`src/rtl/sram_arbiter.sv`:
```
// Shares one asynchronous 16-bit SRAM between a one-entry buffered byte download writer and CHANNELS byte readers.
// Define SRAM_ARBITER_RR_EN for round-robin read arbitration; otherwise the lowest-index requester wins.
module sram_arbiter #(
  parameter int AW            = 20,
  parameter int CHANNELS      = 2,
  parameter int ACCESS_CYCLES = 2
) (
  input  logic                       clock,
  input  logic                       reset,
  input  logic                       dlWr,
  input  logic [AW:0]                dlA,
  input  logic [7:0]                 dlD,
  output logic                       dlFull,
  output logic                       dlOvr,
  input  logic [CHANNELS-1:0]        rdReq,
  input  logic [CHANNELS*(AW+1)-1:0] rdA,
  output logic [7:0]                 rdD,
  output logic [CHANNELS-1:0]        rdAck,
  output logic [AW-1:0]              sramA,
  output logic                       sramUb,
  output logic                       sramLb,
  output logic                       sramOe,
  output logic                       sramWe,
  output logic [15:0]                sramDqO,
  output logic                       sramDqOe,
  input  logic [15:0]                sramDqI
);

  localparam int CW   = (CHANNELS > 1) ? $clog2(CHANNELS) : 1;
  localparam int CNTW = $clog2(ACCESS_CYCLES);
  localparam logic [CNTW-1:0] CNT_LOAD = CNTW'(ACCESS_CYCLES - 1);

  typedef enum logic {IDLE, ACCESS} state_t;

  state_t              state_q, state_d;
  logic [CNTW-1:0]     cnt_q, cnt_d;
  logic                is_read_q, is_read_d;
  logic [CW-1:0]       chan_q, chan_d;
  logic                lane_q, lane_d;
  logic                buf_full_q, buf_full_d;
  logic [AW:0]         buf_a_q, buf_a_d;
  logic [7:0]          buf_d_q, buf_d_d;
  logic                ovr_q, ovr_d;
  logic [7:0]          rd_data_q, rd_data_d;
  logic [CHANNELS-1:0] rd_ack_q, rd_ack_d;
  logic [AW-1:0]       sram_a_q, sram_a_d;
  logic                ub_q, ub_d, lb_q, lb_d, oe_q, oe_d, we_q, we_d;
  logic                dq_oe_q, dq_oe_d;
  logic [15:0]         dq_o_q, dq_o_d;

  logic [AW:0]         rd_a_arr [CHANNELS];
  logic                rd_any;
  logic [CW-1:0]       rd_sel;
  logic [AW:0]         rd_addr;
  logic                wr_pending;
  logic [AW:0]         wr_addr;
  logic [7:0]          wr_data;

  always_comb begin
    for (int i = 0; i < CHANNELS; i++) rd_a_arr[i] = rdA[i*(AW+1) +: AW+1];
  end

`ifdef SRAM_ARBITER_RR_EN
  logic [CW-1:0] ptr_q, ptr_d;
  logic [CW-1:0] rr_idx;

  // Scan from the highest offset down so the channel nearest the pointer is the last to overwrite rd_sel.
  always_comb begin
    rd_any = 1'b0;
    rd_sel = '0;
    rr_idx = '0;
    for (int i = CHANNELS - 1; i >= 0; i--) begin
      rr_idx = CW'((int'(ptr_q) + i) % CHANNELS);
      if (rdReq[rr_idx]) begin
        rd_any = 1'b1;
        rd_sel = rr_idx;
      end
    end
  end
`else
  always_comb begin
    rd_any = 1'b0;
    rd_sel = '0;
    for (int i = CHANNELS - 1; i >= 0; i--) begin
      if (rdReq[i]) begin
        rd_any = 1'b1;
        rd_sel = CW'(i);
      end
    end
  end
`endif

  always_comb begin
    state_d    = state_q;
    cnt_d      = cnt_q;
    is_read_d  = is_read_q;
    chan_d     = chan_q;
    lane_d     = lane_q;
    buf_full_d = buf_full_q;
    buf_a_d    = buf_a_q;
    buf_d_d    = buf_d_q;
    ovr_d      = ovr_q;
    rd_data_d  = rd_data_q;
    rd_ack_d   = '0;
    sram_a_d   = sram_a_q;
    ub_d       = ub_q;
    lb_d       = lb_q;
    oe_d       = oe_q;
    we_d       = we_q;
    dq_oe_d    = dq_oe_q;
    dq_o_d     = dq_o_q;
`ifdef SRAM_ARBITER_RR_EN
    ptr_d      = ptr_q;
`endif
    rd_addr    = rd_a_arr[rd_sel];
    wr_pending = buf_full_q | dlWr;
    wr_addr    = buf_full_q ? buf_a_q : dlA;
    wr_data    = buf_full_q ? buf_d_q : dlD;

    // A strobe seen while idle with an empty buffer goes straight into the slot instead of the buffer.
    if (state_q == IDLE && wr_pending) buf_full_d = 1'b0;
    if (dlWr && !(state_q == IDLE && !buf_full_q)) begin
      if (!buf_full_q || state_q == IDLE) begin
        buf_full_d = 1'b1;
        buf_a_d    = dlA;
        buf_d_d    = dlD;
      end else begin
        ovr_d = 1'b1;
      end
    end

    case (state_q)
      IDLE: begin
        if (wr_pending) begin
          state_d   = ACCESS;
          cnt_d     = CNT_LOAD;
          is_read_d = 1'b0;
          lane_d    = wr_addr[0];
          sram_a_d  = wr_addr[AW:1];
          ub_d      = ~wr_addr[0];
          lb_d      = wr_addr[0];
          oe_d      = 1'b1;
          we_d      = 1'b0;
          dq_oe_d   = 1'b1;
          dq_o_d    = {wr_data, wr_data};
        end else if (rd_any) begin
          state_d   = ACCESS;
          cnt_d     = CNT_LOAD;
          is_read_d = 1'b1;
          chan_d    = rd_sel;
          lane_d    = rd_addr[0];
          sram_a_d  = rd_addr[AW:1];
          ub_d      = ~rd_addr[0];
          lb_d      = rd_addr[0];
          oe_d      = 1'b0;
          we_d      = 1'b1;
          dq_oe_d   = 1'b0;
          dq_o_d    = '0;
`ifdef SRAM_ARBITER_RR_EN
          ptr_d     = (int'(rd_sel) == CHANNELS - 1) ? '0 : rd_sel + CW'(1);
`endif
        end
      end
      ACCESS: begin
        if (cnt_q == '0) begin
          state_d  = IDLE;
          sram_a_d = '0;
          ub_d     = 1'b1;
          lb_d     = 1'b1;
          oe_d     = 1'b1;
          we_d     = 1'b1;
          dq_oe_d  = 1'b0;
          dq_o_d   = '0;
          if (is_read_q) begin
            rd_data_d        = lane_q ? sramDqI[15:8] : sramDqI[7:0];
            rd_ack_d[chan_q] = 1'b1;
          end
        end else begin
          cnt_d = cnt_q - CNTW'(1);
          // Release the write strobe one cycle early so address and data are held past its rising edge.
          if (!is_read_q && cnt_q == CNTW'(1)) we_d = 1'b1;
        end
      end
    endcase
  end

  always_ff @(posedge clock) begin
    if (reset) begin
      state_q    <= IDLE;
      cnt_q      <= '0;
      is_read_q  <= 1'b0;
      chan_q     <= '0;
      lane_q     <= 1'b0;
      buf_full_q <= 1'b0;
      buf_a_q    <= '0;
      buf_d_q    <= '0;
      ovr_q      <= 1'b0;
      rd_data_q  <= '0;
      rd_ack_q   <= '0;
      sram_a_q   <= '0;
      ub_q       <= 1'b1;
      lb_q       <= 1'b1;
      oe_q       <= 1'b1;
      we_q       <= 1'b1;
      dq_oe_q    <= 1'b0;
      dq_o_q     <= '0;
`ifdef SRAM_ARBITER_RR_EN
      ptr_q      <= '0;
`endif
    end else begin
      state_q    <= state_d;
      cnt_q      <= cnt_d;
      is_read_q  <= is_read_d;
      chan_q     <= chan_d;
      lane_q     <= lane_d;
      buf_full_q <= buf_full_d;
      buf_a_q    <= buf_a_d;
      buf_d_q    <= buf_d_d;
      ovr_q      <= ovr_d;
      rd_data_q  <= rd_data_d;
      rd_ack_q   <= rd_ack_d;
      sram_a_q   <= sram_a_d;
      ub_q       <= ub_d;
      lb_q       <= lb_d;
      oe_q       <= oe_d;
      we_q       <= we_d;
      dq_oe_q    <= dq_oe_d;
      dq_o_q     <= dq_o_d;
`ifdef SRAM_ARBITER_RR_EN
      ptr_q      <= ptr_d;
`endif
    end
  end

  assign dlFull   = buf_full_q;
  assign dlOvr    = ovr_q;
  assign rdD      = rd_data_q;
  assign rdAck    = rd_ack_q;
  assign sramA    = sram_a_q;
  assign sramUb   = ub_q;
  assign sramLb   = lb_q;
  assign sramOe   = oe_q;
  assign sramWe   = we_q;
  assign sramDqO  = dq_o_q;
  assign sramDqOe = dq_oe_q;

endmodule

```
`config.mk`:
```
export PLATFORM = sky130hd
export DESIGN_NAME = sram_arbiter
export DESIGN_NICKNAME = d
export VERILOG_FILES = /design/src/rtl/sram_arbiter.sv
export SDC_FILE = /design/constraint.sdc
export NUM_CORES = 1
export LEC_CHECK = 0
export BUFFER_PORTS_ARGS = -buffer_cell sky130_fd_sc_hd__buf_2
export CORE_UTILIZATION = 53
export DETAILED_ROUTE_END_ITERATION = 7
export PLACE_DENSITY = 0.95
export SETUP_SLACK_MARGIN = 0.02
export SLEW_MARGIN = 20
export SYNTH_ARGS = -nofsm -noshare
export SYNTH_HDL_FRONTEND = slang
export SYNTH_SLANG_ARGS = --single-unit
```
`constraint.sdc`:
```
create_clock -name clock -period 2.75 [get_ports clock]
set_input_delay 0.275 -clock clock [delete_from_list [all_inputs] [get_ports clock]]
set_output_delay 0.275 -clock clock [all_outputs]
set_load 0.05 [all_outputs]
```
Word-level counts from Yosys, hierarchy flattened:

Index checks and enable logic that the tools add are counted.

* bitwise logic cells: 9
* magnitude comparators: 3
* reduce and logical (&&, ||, !) cells: 18
* muxes and demuxes: 46
* equality and inequality tests: 3
* add/subtract/negate cells: 1

Operator list (number)
* two-way mux 21 bit: 4
* two-way mux 20 bit: 3
* two-way mux 16 bit: 3
* one-hot mux 20 bit (2 select lines): 1
* one-hot mux 16 bit (2 select lines): 1
* two-way mux 1 bit: 24
* two-way mux 8 bit: 2
* one-hot mux 1 bit (2 select lines): 7
* AND reduction 2 bit: 5
* NOT 1 bit: 7
* AND reduction 3 bit: 2
* logical AND 1 bit: 5
* OR reduction 4 bit: 1
* logical NOT 1 bit: 3
* inequality test 3 x 2 -> 1 bit (second input constant): 1
* inequality test 3 bit (second input constant): 1
* greater-or-equal comparator 2 bit (second input constant): 1
* < comparator 1 x 2 -> 1 bit (second input constant): 1
* inequality test 2 bit (second input constant): 1
* NOT 1 -> 2 bit: 1
* nonzero test 2 bit: 1
* demux 1 bit (select 1 bit): 1
* greater-or-equal comparator 1 bit (second input constant): 1
* logical OR 1 bit: 1
* 2 further kinds: 2

* output and inout port bits: 53
* logic and storage cells: 98
* register bits: 87
* input bits: 92

Depth between registers and ports, before layout:

* depth after elaboration: 10
* mapped depth: 7
* gate-level depth less buffers: 4

Worst setup path before layout:

No wires, ideal clock.

* path kind: register to register
* from: reg buf_full_q (netlist: dlFull)
* to: reg sram_a_q[18] (netlist: sramA[18])
* slack: 1053 ps
* path buffers: 3
* data required time: 2620 ps
* stages on the path, launching flop included: 8
* arrival: 1567 ps
* clock period less this slack: 1697 ps
* library setup time: 130 ps
* path through: dfxtp_1 -> buf_6 -> nor3_4 -> a22o_4 -> buf_6 -> buf_6 -> a211oi_2 -> nor3_2

* longest elaborated chain between the ends: 3
* elaborated cells on any way between the ends: 6
* those cells by class: eq/ne: 1; mux: 3; bitwise: 1; reduce/logical: 1

Ends and longest elaborated chain
* start: declaration: RTL line 40 `logic buf_full_q, buf_full_d;`
* start signal: assignment: RTL line 216 `buf_full_q <= buf_full_d;`
* two-way mux 21 bit / OR 1 bit (equally long branches): RTL line 117, 116
* two-way mux 20 bit / inequality test 3 bit (equally long branches)
* one-hot mux 20 bit (2 select lines) / AND reduction 2 bit (equally long branches)
* end signal: assignment: RTL line 222 `sram_a_q <= sram_a_d;`
* end: declaration: RTL line 46 `logic [AW-1:0] sram_a_q, sram_a_d;`

Several ways; a longest one is shown, not always the timed one.
A chain may end at the register's enable or synchronous reset.

Worst setup path after layout:

* from: reg buf_full_q (netlist: dlFull)
* to: out dlFull

RTL lines
* end: declaration: RTL line 13 `output logic dlFull,`

No word-level cell between the ends.

==> results_dict.tcl <==
set metrics [dict create \
    status "complete, no violations" \
    cts_buffers 9 \
    peakVddDrop_uv 325 \
    hold_violations 0 \
    seq_area_frac_synth 0.419 \
    seqPwrFrac 0.442 \
    critPathTopFamily "buffers and inverters" \
    die_y_um 86.4 \
    drv_cap 0 \
    cp.required_ns 2.48 \
    hp-class "input port to flip-flop" \
    synth.top_cells.by_area "dfxtp_1, a21oi_1, nand2_1, a211oi_1, nand3b_1" \
    clk_latency_ns 0.35 \
    p_sw_frac 0.321 \
    synth.distinct_cells 30 \
    p_sw_mw 0.930 \
    internal-power_mw 1.97 \
    totalWireLength_um 9710 \
    cts_tree "done" \
    rows 30 \
    p_total_mw 2.90 \
    syn-instance-count 471 \
    initial_core_util 0.553 \
    synth_top_area_cell "dfxtp_1" \
    synth_top_cell_area_share 0.419 \
    hold_depth 3 \
    fin_crit_sh 0.707 \
    clock_sinks 79 \
    wl_per_cell_um 14.1 \
    grt_pass1_wl_um 15400 \
    final_nets 678 \
    crit_slowest_cell "dfxtp_2" \
    via_per_inst 5.41 \
    ant_nets 0 \
    holdWs_ns 0.170 \
    diodes 0 \
    drt-pass1-iter-count 5 \
    worst-path-stages 2 \
    globalplace.congestion 0.882 \
    grt_pass1_vias 3401 \
    crit_chain "buf_4, buf_2" \
    fmax_mhz 515 \
    pin_count 145 \
    period_needed_ns 1.94 \
    drc 0 \
    path_clk_slew_ns 0.08 \
    cts_resized 0 \
    rsz0062_at_grt "no" \
    cp-start-kind "flip-flop" \
    syn_area_um2 3780 \
    grt_max_degree 44 \
    port_buffers 144 \
    power.leakage_nw 1.98 \
    grtUsageTotal 0.262 \
    yosysWarnings 0 \
    area_growth_pct 22.7 \
    drv_slew 0 \
    worstRegToRegCells 5 \
    cts_root_buffer "clkbuf_8" \
    crit_type "flip-flop to primary output" \
    arrival_ns 1.67 \
    fin_skew_ns 0.00923 \
    post-place-ws_ns 0.958 \
    path_buf_inv 2 \
    synth_area_per_cell_um2 8.02 \
    end_kind "primary output" \
    die_w_um 86.4 \
    place.detailed.hpwl_um 6920 \
    slew_headroom 0.447 \
    grt-ovfl-total 0 \
    cts_hold_buffers 0 \
    htreeDepth 3 \
    vias 3714 \
    final-setup-viol-count 0 \
    clockBufferDepth 2 \
    critPathMaxFanout 43 \
    layout-drive-gt1-share 0.327 \
    critPathMaxStageDelay_ns 0.57 \
    worst-slew-pin-transition_ns 0.830 \
    pwr-share-comb 0.238 \
    dieArea_um2 7470 \
    postCtsSetupBuffers 0 \
    ys_ff_latch 79 \
    layout_setup_ws_ns 0.807 \
    drtIter0Drc 305 \
    finalSetupTns_ns 0 \
    p_per_area_nw_per_um2 625 \
    post-route-util 0.679 \
    synth_nets 563 \
    core-area_um2 6830 \
    power_frac_clock 0.321 \
    grt_antenna_before_repair 0 \
]
-- cells in the final DEF, fill, tap and decap left out, types with 3 or more instances in the layout --
master | netlist | layout
nor2_1 | 46 | 46
dfxtp_1 | 79 | 78
mux2_1 | 3 | 3
clkbuf_8 | 0 | 9
nand3b_1 | 29 | 29
a21oi_1 | 70 | 70
a211oi_1 | 29 | 29
mux2i_1 | 8 | 8
nand2_1 | 93 | 93
o21ai_0 | 5 | 5
buf_4 | 12 | 11
buf_2 | 15 | 144
nor3_1 | 22 | 22
mux2_2 | 18 | 18
-- state kept, by name (all words and copies together), names as in the netlist, 2 cells and up --
name     flops
buf_a_q     21
buf_d_q      8
rdAck        2
rdD          8
sramA       20
sramDqO      8
-- through the flow --
step,instances,area [um^2]
2_1_floorplan,471,3780
6_report,687,4640
3_3_place_gp,671,4430
3_5_place_dp,671,4430
5_1_grt,687,4640
4_1_cts,687,4640
-- synthesized netlist by cell type --
| master | instances |
|---|---|
| buf_2 | 15 |
| a22oi_1 | 1 |
| mux2i_1 | 8 |
| buf_6 | 3 |
| nand2b_1 | 2 |
| xor2_1 | 1 |
| nor2b_1 | 1 |
| clkbuf_1 | 15 |
| a211oi_1 | 29 |
| nor3_4 | 1 |
| nor3_2 | 1 |
| a31oi_1 | 2 |
| nor3b_1 | 1 |
| mux2_2 | 18 |
| and2_1 | 2 |
| nand3b_1 | 29 |
| a21o_1 | 1 |
| a21oi_1 | 70 |
| dfxtp_1 | 79 |
| nand2_1 | 93 |
| nor2_1 | 46 |
| nor3_1 | 22 |
| and3b_1 | 1 |
| o21ai_0 | 5 |
| mux2_1 | 3 |
| a22o_4 | 1 |
| buf_4 | 12 |
| a211oi_2 | 2 |
| o21bai_1 | 1 |
| buf_1 | 6 |
-- cells by family after synthesis --
family	synth area share
AO/OA/AOI/OAI	0.177
flip-flops	0.419
buffers and inverters	0.0735
multiplexers	0.0838
XOR/XNOR	0.00232
AND/OR/NAND/NOR	0.244
-- final cells by class --
type / instances / area [um^2]
multi-input combinational: 341 / 1920
clock buffer: 11 / 131
tap: 96 / 120
fill: 569 / 2190
clock inverter: 5 / 81.3
sequential: 79 / 1580
timing repair buffer: 155 / 803
-- worst register-to-register path: cells and delay by family, from the launching register on --
family / cells / cell delay, ns
AO/OA/AOI/OAI: 1 / 0.25
buffers and inverters: 1 / 0.24
flip-flops: 1 / 0.42
AND/OR/NAND/NOR: 3 / 0.88
-- power groups by stage --
stage / Clock [mW] / Combinational, mW / Sequential, mW
after floorplan: 0 / 0.352 / 1.46
after global placement: 0 / 0.669 / 1.30
after detailed placement: 0 / 0.685 / 1.31
after CTS: 0.936 / 0.689 / 1.28
after global routing: 0.987 / 0.740 / 1.29
final: 0.929 / 0.689 / 1.28
-- layer usage --
| layer | wire, um | track usage | up-vias |
|---|---|---|---|
| met4 | 247 | 0.111 | 0 |
| met1 | 4120 | 0.330 | 1698 |
| met5 | 0 | 0 | - |
| li1 | - | - | 1842 |
| met2 | 4690 | 0.448 | 153 |
| met3 | 656 | 0.0400 | 21 |
-- path summary, 6_finish.rpt --
| kind | start | endpoint | slack (ns) |
|---|---|---|---|
| worst max-delay path | dlFull$_SDFF_PP0_ | dlFull | 0.81 |
| worst max register to register | state_q$_SDFF_PP0_ | rdD[0]$_SDFFE_PP0P_ | 0.87 |
| worst min register to register | chan_q$_SDFFE_PP0P_ | rdAck[0]$_SDFF_PP0_ | 0.46 |
| worst min-delay path | dlD[7] | buf_d_q[7]$_SDFFE_PP0P_ | 0.17 |
Power figures use the tool's default switching activity.
